$ cat config.mk
export PLATFORM = sky130hd
export DESIGN_NAME = reg_write_ctrl_flat
export DESIGN_NICKNAME = d
export VERILOG_FILES = /design/src/rtl/reg_ctrl_pkg.sv /design/src/rtl/reg_write_ctrl_if.sv /design/src/rtl/reg_pend_sb.sv /design/src/rtl/reg_write_ctrl.sv /design/src/flat_wrapper.sv
export SDC_FILE = /design/constraint.sdc
export NUM_CORES = 1
export LEC_CHECK = 0
export CAP_MARGIN = 15
export CORE_MARGIN = 5
export CORE_UTILIZATION = 43
export DETAILED_ROUTE_END_ITERATION = 8
export PLACE_DENSITY_LB_ADDON = 0.15
export SYNTH_ARGS = -nofsm -noshare
export SYNTH_HDL_FRONTEND = slang
export SYNTH_HIERARCHICAL = 1
export SYNTH_SLANG_ARGS = --single-unit
$ cat constraint.sdc
create_clock -name clk -period 2.8 [get_ports clk]
set_input_delay 0.42 -clock clk [delete_from_list [all_inputs] [get_ports clk]]
set_output_delay 0.42 -clock clk [all_outputs]
set_load 0.05 [all_outputs]
$ cat src/rtl/reg_ctrl_pkg.sv
`default_nettype none
// ============================================================================
//  Module      : reg_ctrl_pkg
//  Description : Shared defaults, zero-register index and controller states.
//  Revision    : 1.0
// ============================================================================
package reg_ctrl_pkg;

    localparam int NREGS_DEF = 32;
    localparam int AW_DEF    = 5;
    localparam int DW_DEF    = 32;
    localparam int ZERO_REG  = 0;

    typedef enum logic [0:0] {
        INIT = 1'b0,
        RUN  = 1'b1
    } ctrl_state_e;

endpackage
`default_nettype wire

$ cat src/rtl/reg_write_ctrl_if.sv
`default_nettype none
// ============================================================================
//  Module      : reg_write_ctrl_if
//  Description : Writeback, long-latency result, register-file write port and
//                hazard-unit status signals of the write-port controller.
//  Revision    : 1.0
// ============================================================================
interface reg_write_ctrl_if #(
    parameter int NREGS = 32,
    parameter int AW    = 5,
    parameter int DW    = 32
);
    logic             wb_en;
    logic [AW-1:0]    wb_addr;
    logic [DW-1:0]    wb_data;
    logic             mc_valid;
    logic [AW-1:0]    mc_addr;
    logic [DW-1:0]    mc_data;
    logic             mc_ready;
    logic             mc_issue;
    logic [AW-1:0]    mc_issue_rd;
    logic             rf_we;
    logic [AW-1:0]    rf_waddr;
    logic [DW-1:0]    rf_wdata;
    logic             init_busy;
    logic [NREGS-1:0] pend_mask;
    logic             mc_starve;

    // Pipeline / long-latency side
    modport master (
        output wb_en, wb_addr, wb_data,
        output mc_valid, mc_addr, mc_data, mc_issue, mc_issue_rd,
        input  mc_ready, rf_we, rf_waddr, rf_wdata,
        input  init_busy, pend_mask, mc_starve
    );

    // Controller side
    modport slave (
        input  wb_en, wb_addr, wb_data,
        input  mc_valid, mc_addr, mc_data, mc_issue, mc_issue_rd,
        output mc_ready, rf_we, rf_waddr, rf_wdata,
        output init_busy, pend_mask, mc_starve
    );
endinterface
`default_nettype wire

$ cat src/rtl/reg_pend_sb.sv
`default_nettype none
// ============================================================================
//  Module      : reg_pend_sb
//  Description : Pending-write scoreboard, one bit per register, set beats
//                clear, x0 never pending.
//  Revision    : 1.0
// ============================================================================
module reg_pend_sb
    import reg_ctrl_pkg::*;
#(
    parameter int NREGS = NREGS_DEF,
    parameter int AW    = AW_DEF
) (
    input  wire logic             clk,
    input  wire logic             rst,
    input  wire logic             set_en,
    input  wire logic [AW-1:0]    set_addr,
    input  wire logic             clr_en,
    input  wire logic [AW-1:0]    clr_addr,
    output logic      [NREGS-1:0] mask
);

    for (genvar i = 0; i < NREGS; i++) begin : g_bit
        if (i == ZERO_REG) begin : g_zero
            assign mask[i] = 1'b0;
        end else begin : g_flop
            logic r_bit;
            always_ff @(posedge clk) begin
                if (!rst)
                    r_bit <= 1'b0;
                else if (set_en && (set_addr == AW'(i)))
                    r_bit <= 1'b1;
                else if (clr_en && (clr_addr == AW'(i)))
                    r_bit <= 1'b0;
            end
            assign mask[i] = r_bit;
        end
    end

endmodule
`default_nettype wire

$ cat src/rtl/reg_write_ctrl.sv
`default_nettype none
// ============================================================================
//  Module      : reg_write_ctrl
//  Description : Register-file write-port controller: post-reset zero sweep,
//                WB-over-mc arbitration, pending scoreboard, starvation flag.
//  Revision    : 1.0
// ============================================================================
module reg_write_ctrl
    import reg_ctrl_pkg::*;
#(
    parameter int NREGS      = NREGS_DEF,
    parameter int AW         = AW_DEF,
    parameter int DW         = DW_DEF,
    parameter int STARVE_LIM = 8
) (
    input  wire logic       clk,
    input  wire logic       rst,
    reg_write_ctrl_if.slave bus
);

    localparam int            SW          = $clog2(STARVE_LIM + 1);
    localparam logic [0:0]    c_st_init   = 1'(INIT);
    localparam logic [0:0]    c_st_run    = 1'(RUN);
    localparam logic [AW-1:0] c_last_addr = AW'(NREGS - 1);
    localparam logic [AW-1:0] c_zero_addr = AW'(ZERO_REG);
    localparam logic [SW-1:0] c_starve    = SW'(STARVE_LIM);

    logic [0:0]    r_state;
    logic [AW-1:0] r_init_cnt;
    logic [SW-1:0] r_starve_cnt;
    logic          w_run;
    logic          w_wb_req;
    logic          w_mc_grant;

    assign w_run    = (r_state == c_st_run);
    assign w_wb_req = bus.wb_en && (bus.wb_addr != c_zero_addr);

    always_comb begin
        bus.rf_we    = 1'b0;
        bus.rf_waddr = '0;
        bus.rf_wdata = '0;
        bus.mc_ready = 1'b0;
        w_mc_grant   = 1'b0;
        if (!w_run) begin
            bus.rf_we    = 1'b1;
            bus.rf_waddr = r_init_cnt;
        end else if (w_wb_req) begin
            bus.rf_we    = 1'b1;
            bus.rf_waddr = bus.wb_addr;
            bus.rf_wdata = bus.wb_data;
        end else if (bus.mc_valid) begin
            // A result for x0 is still consumed, just not written.
            w_mc_grant   = 1'b1;
            bus.mc_ready = 1'b1;
            bus.rf_we    = (bus.mc_addr != c_zero_addr);
            bus.rf_waddr = bus.mc_addr;
            bus.rf_wdata = bus.mc_data;
        end
    end

    always_ff @(posedge clk) begin
        if (!rst) begin
            r_state      <= c_st_init;
            r_init_cnt   <= AW'(1);
            r_starve_cnt <= '0;
        end else begin
            case (r_state)
                c_st_init: begin
                    // Stop on the last register so the counter never wraps to x0.
                    if (r_init_cnt == c_last_addr)
                        r_state <= c_st_run;
                    else
                        r_init_cnt <= r_init_cnt + AW'(1);
                    r_starve_cnt <= '0;
                end
                default: begin
                    if (!bus.mc_valid || w_mc_grant)
                        r_starve_cnt <= '0;
                    else if (r_starve_cnt != c_starve)
                        r_starve_cnt <= r_starve_cnt + SW'(1);
                end
            endcase
        end
    end

    assign bus.init_busy = !w_run;
    assign bus.mc_starve = (r_starve_cnt == c_starve);

    reg_pend_sb #(
        .NREGS (NREGS),
        .AW    (AW)
    ) u_pend_sb (
        .clk      (clk),
        .rst      (rst),
        .set_en   (w_run && bus.mc_issue),
        .set_addr (bus.mc_issue_rd),
        .clr_en   (w_mc_grant),
        .clr_addr (bus.mc_addr),
        .mask     (bus.pend_mask)
    );

endmodule
`default_nettype wire

$ cat src/flat_wrapper.sv
// flat-port wrapper written by rule: the top's interface ports become plain ports
module reg_write_ctrl_flat import reg_ctrl_pkg::*;
#(
    parameter int NREGS      = NREGS_DEF,
    parameter int AW         = AW_DEF,
    parameter int DW         = DW_DEF,
    parameter int STARVE_LIM = 8
)
  (clk, rst, bus_wb_en, bus_wb_addr, bus_wb_data, bus_mc_valid, bus_mc_addr, bus_mc_data, bus_mc_issue, bus_mc_issue_rd, bus_mc_ready, bus_rf_we, bus_rf_waddr, bus_rf_wdata, bus_init_busy, bus_pend_mask, bus_mc_starve);
  reg_write_ctrl_if #(.NREGS(NREGS), .AW(AW), .DW(DW)) bus_i ();
  input  wire logic clk;
  input  wire logic rst;
  input wire logic [$bits(bus_i.wb_en)-1:0] bus_wb_en;
  input wire logic [$bits(bus_i.wb_addr)-1:0] bus_wb_addr;
  input wire logic [$bits(bus_i.wb_data)-1:0] bus_wb_data;
  input wire logic [$bits(bus_i.mc_valid)-1:0] bus_mc_valid;
  input wire logic [$bits(bus_i.mc_addr)-1:0] bus_mc_addr;
  input wire logic [$bits(bus_i.mc_data)-1:0] bus_mc_data;
  input wire logic [$bits(bus_i.mc_issue)-1:0] bus_mc_issue;
  input wire logic [$bits(bus_i.mc_issue_rd)-1:0] bus_mc_issue_rd;
  output wire logic [$bits(bus_i.mc_ready)-1:0] bus_mc_ready;
  output wire logic [$bits(bus_i.rf_we)-1:0] bus_rf_we;
  output wire logic [$bits(bus_i.rf_waddr)-1:0] bus_rf_waddr;
  output wire logic [$bits(bus_i.rf_wdata)-1:0] bus_rf_wdata;
  output wire logic [$bits(bus_i.init_busy)-1:0] bus_init_busy;
  output wire logic [$bits(bus_i.pend_mask)-1:0] bus_pend_mask;
  output wire logic [$bits(bus_i.mc_starve)-1:0] bus_mc_starve;
  assign bus_i.wb_en = bus_wb_en;
  assign bus_i.wb_addr = bus_wb_addr;
  assign bus_i.wb_data = bus_wb_data;
  assign bus_i.mc_valid = bus_mc_valid;
  assign bus_i.mc_addr = bus_mc_addr;
  assign bus_i.mc_data = bus_mc_data;
  assign bus_i.mc_issue = bus_mc_issue;
  assign bus_i.mc_issue_rd = bus_mc_issue_rd;
  assign bus_mc_ready = bus_i.mc_ready;
  assign bus_rf_we = bus_i.rf_we;
  assign bus_rf_waddr = bus_i.rf_waddr;
  assign bus_rf_wdata = bus_i.rf_wdata;
  assign bus_init_busy = bus_i.init_busy;
  assign bus_pend_mask = bus_i.pend_mask;
  assign bus_mc_starve = bus_i.mc_starve;
  reg_write_ctrl #(.NREGS(NREGS), .AW(AW), .DW(DW), .STARVE_LIM(STARVE_LIM)) u_core (.clk(clk), .rst(rst), .bus(bus_i));
endmodule
==> flow_summary.ini <==
[place]
dp_hpwl_mm = 9.29
placed_cell_area_um2 = 5430
gp_congestion = 0.866
dpl.cell_count = 661
port_buffers = 155

[worst_hold_path]
hold_class = reg2reg
hold_path_startpoint = u_core/u_pend_sb/g_bit[12].g_flop.r_bit
hold_end = u_core/u_pend_sb/g_bit[12].g_flop.r_bit
min_path_cells = 2

[layout]
drive_above_1_share = 0.149
instances_no_fill = 669
fill_cells = 694
nets = 651
num_antenna_cells = 0
syn_to_final_growth_pct = 52.8
regArea_um2 = 825
finalInstanceArea_um2 = 5550
multi_input_area_um2 = 2310

[routing]
avgRoutedWirePerCell_um = 18.9
via_per_inst = 6.13
num_vias = 4104
drc = 0
drt-total-wl_mm = 12.7
drt_iter0_markers = 203
drtPass1Iterations = 4
ant_nets = 0

[sta]
setup_tns_ps = 0
layout_min_cycle_time_ps = 2660
rsz0062_at_grt = no
period_share = 0.949
whs_ps = 478
drv_slew = 0
skew_ps = 19.0
worst_slew_pin_slew_ps = 845
slew_headroom = 0.435
fmax_mhz = 376
setup_violations = 0
final-hold-violation-count = 0

[clock_tree]
cts_hold_buf = 0
cts.sinks = 41
numCtsBuffers = 5
clk_latency_ps = 310
clkTransAtPathRegs_ps = 100
h-tree-depth = 2
root_buffer = clkbuf_8
cts_buffer_depth = 2
cts_tree = yes

[global_routing]
antenna_found_initial = 0
globalRoute.totalOverflow = 0
grt_pass1_vias = 3954
grt_max_degree = 113
grt_pass1_wl_mm = 19.4
grt_usage = 0.228

[critical_path]
r2r-end = u_core/u_pend_sb/g_bit[12].g_flop.r_bit
cp_max_fo = 30
r2r_setup_slack_ps = 630
cp.arrival_ps = 2240
cp.required_ps = 2380
start_kind = input port
worstReg2RegStart = u_core/r_state
cp-end-kind = output pin
reg2reg_depth = 5
worst-setup-path-type = in2out

[die]
dieHeight_um = 102
placement_rows = 33
die_x_um = 102
io_pins = 157
core_area_um2 = 8220
dieArea_um2 = 10400
initial_core_util = 0.442

[yosys]
syn_area_per_cell_um2 = 8.00
seq_area_frac_synth = 0.226
syn_area_um2 = 3630
synth_fp_nets = 542
ys_ff_latch = 41
synthCells = 454
synth_edf_count = 0
asyncSetResetFlopFracSynth = 0
synth.distinct_cells = 52
synth_ff_type = dfxtp_1
ys_warn_count = 6

[pwr]
p_leak_nw = 1.97
pwr_density_cell_nw_per_um2 = 259
p_total_mw = 1.44
ir_drop_uv = 231

[job]
cap_violations = 0

[status]
status = completed
per-stage QoR:
stage,util,setup WS [ps]
6_report,0.675,142
5_1_grt,0.675,47.5
4_1_cts,0.675,107
3_5_place_dp,0.661,-84.6
3_3_place_gp,0.661,-6.92
2_1_floorplan,-,202
power by group:
part           internal [mW]  leakage [nW]  switching, mW
registers              0.587         0.332        0.00701
clock network          0.267        0.0585          0.225
logic                  0.185          1.58          0.167
total                   1.04          1.97          0.399
critical path, stage by stage:
cell and delay, ps:
clkdlybuf4s50_1 430, buf_4 160, nor4_4 500, buf_12 250, nand4b_1 110, nand3_1 180
buf_12 160
routing by layer:
layer  GRT usage  vias to the layer above  share of wire
met1       0.299                     1945           0.42
met2       0.382                      175           0.48
li1            -                     1959              -
met5           0                        -              0
met3      0.0416                       25          0.071
met4      0.0716                        0          0.028
cell usage after synthesis, types with 4 or more instances:
| master | n | share of area |
|---|---|---|
| nand3_1 | 42 | 0.058 |
| dfxtp_1 | 41 | 0.23 |
| nand4b_1 | 37 | 0.089 |
| and2_1 | 36 | 0.062 |
| nand4_1 | 35 | 0.060 |
| a32oi_1 | 32 | 0.077 |
| buf_4 | 32 | 0.066 |
| nand2_1 | 24 | 0.025 |
| clkbuf_1 | 20 | 0.021 |
| buf_2 | 15 | 0.021 |
| o211ai_1 | 13 | 0.027 |
| a32o_1 | 12 | 0.033 |
| o21ai_1 | 12 | 0.017 |
| nor2_1 | 11 | 0.011 |
| o21ai_0 | 7 | 0.0096 |
| a21oi_1 | 6 | 0.0083 |
| inv_1 | 6 | 0.0062 |
| nor2b_1 | 6 | 0.010 |
| ha_1 | 4 | 0.014 |
| o311ai_1 | 4 | 0.0096 |
state kept, by name, summed over array words and instances, names as in the netlist:
register,count
u_core/u_pend_sb/g_bit.g_flop.r_bit,31
u_core/r_starve_cnt,4
u_core/r_state,1
u_core/r_init_cnt,5
cells by family (layout without fill, tap and decap cells):
| family | Yosys count | after routing | share of synthesized area |
|---|---|---|---|
| AO/OA/AOI/OAI | 99 | 99 | 0.211 |
| XOR/XNOR | 5 | 5 | 0.0121 |
| adder cells (fa/ha/maj) | 4 | 4 | 0.0138 |
| buffers and inverters | 83 | 193 | 0.140 |
| flip-flops | 41 | 41 | 0.226 |
| multiplexers | 2 | 2 | 0.00551 |
| other | 1 | 1 | 0.00103 |
| AND/OR/NAND/NOR | 219 | 219 | 0.391 |
layout make-up:
class	count	share of cell area
clock inverters	3	0.00789
clock buffers	5	0.0124
repair buffers	178	0.386
multi-input cells	330	0.417
inverters	7	0.00473
well taps	105	0.0237
flip-flops and latches	41	0.149
repair_timing:
item,CTS,global route
setup endpoints to repair,8,1
setup buffers,0,0
gates resized for setup,1,1
gates cloned,0,0
cell usage in the layout (no fill, tap or decap), types with 5 or more instances in the layout:
master           Yosys  routed
a32o_1              12      12
nand3_1             42      42
nand4_1             35      35
inv_1                6       6
and2_1              36      36
clkbuf_8             0       5
o21ai_1             12      12
nand4b_1            37      37
a21oi_1              6       6
o21ai_0              7       7
nand2_1             24      24
buf_4               32      20
clkdlybuf4s50_1      0     116
nor2_1              11      11
dfxtp_1             41      40
buf_12               0      41
o211ai_1            13      13
nor2b_1              6       5
a32oi_1             32      32
how the worst max path moves through the flow:
stage                              start                                     end  slack (ps)  depth (start not counted)
after global routing      bus_wb_addr[3]                         bus_rf_wdata[7]          50                          7
after detailed placement       bus_wb_en                        bus_rf_wdata[23]         -80                          6
after CTS                 u_core/r_state                           bus_init_busy         110                          3
final                     bus_wb_addr[3]                        bus_rf_wdata[28]         140                          7
after global placement         bus_wb_en                        bus_rf_wdata[20]          -7                          6
after floorplan           bus_wb_addr[3]  u_core/u_pend_sb/g_bit[3].g_flop.r_bit         200                          7
(Power assumes the default switching activity.)
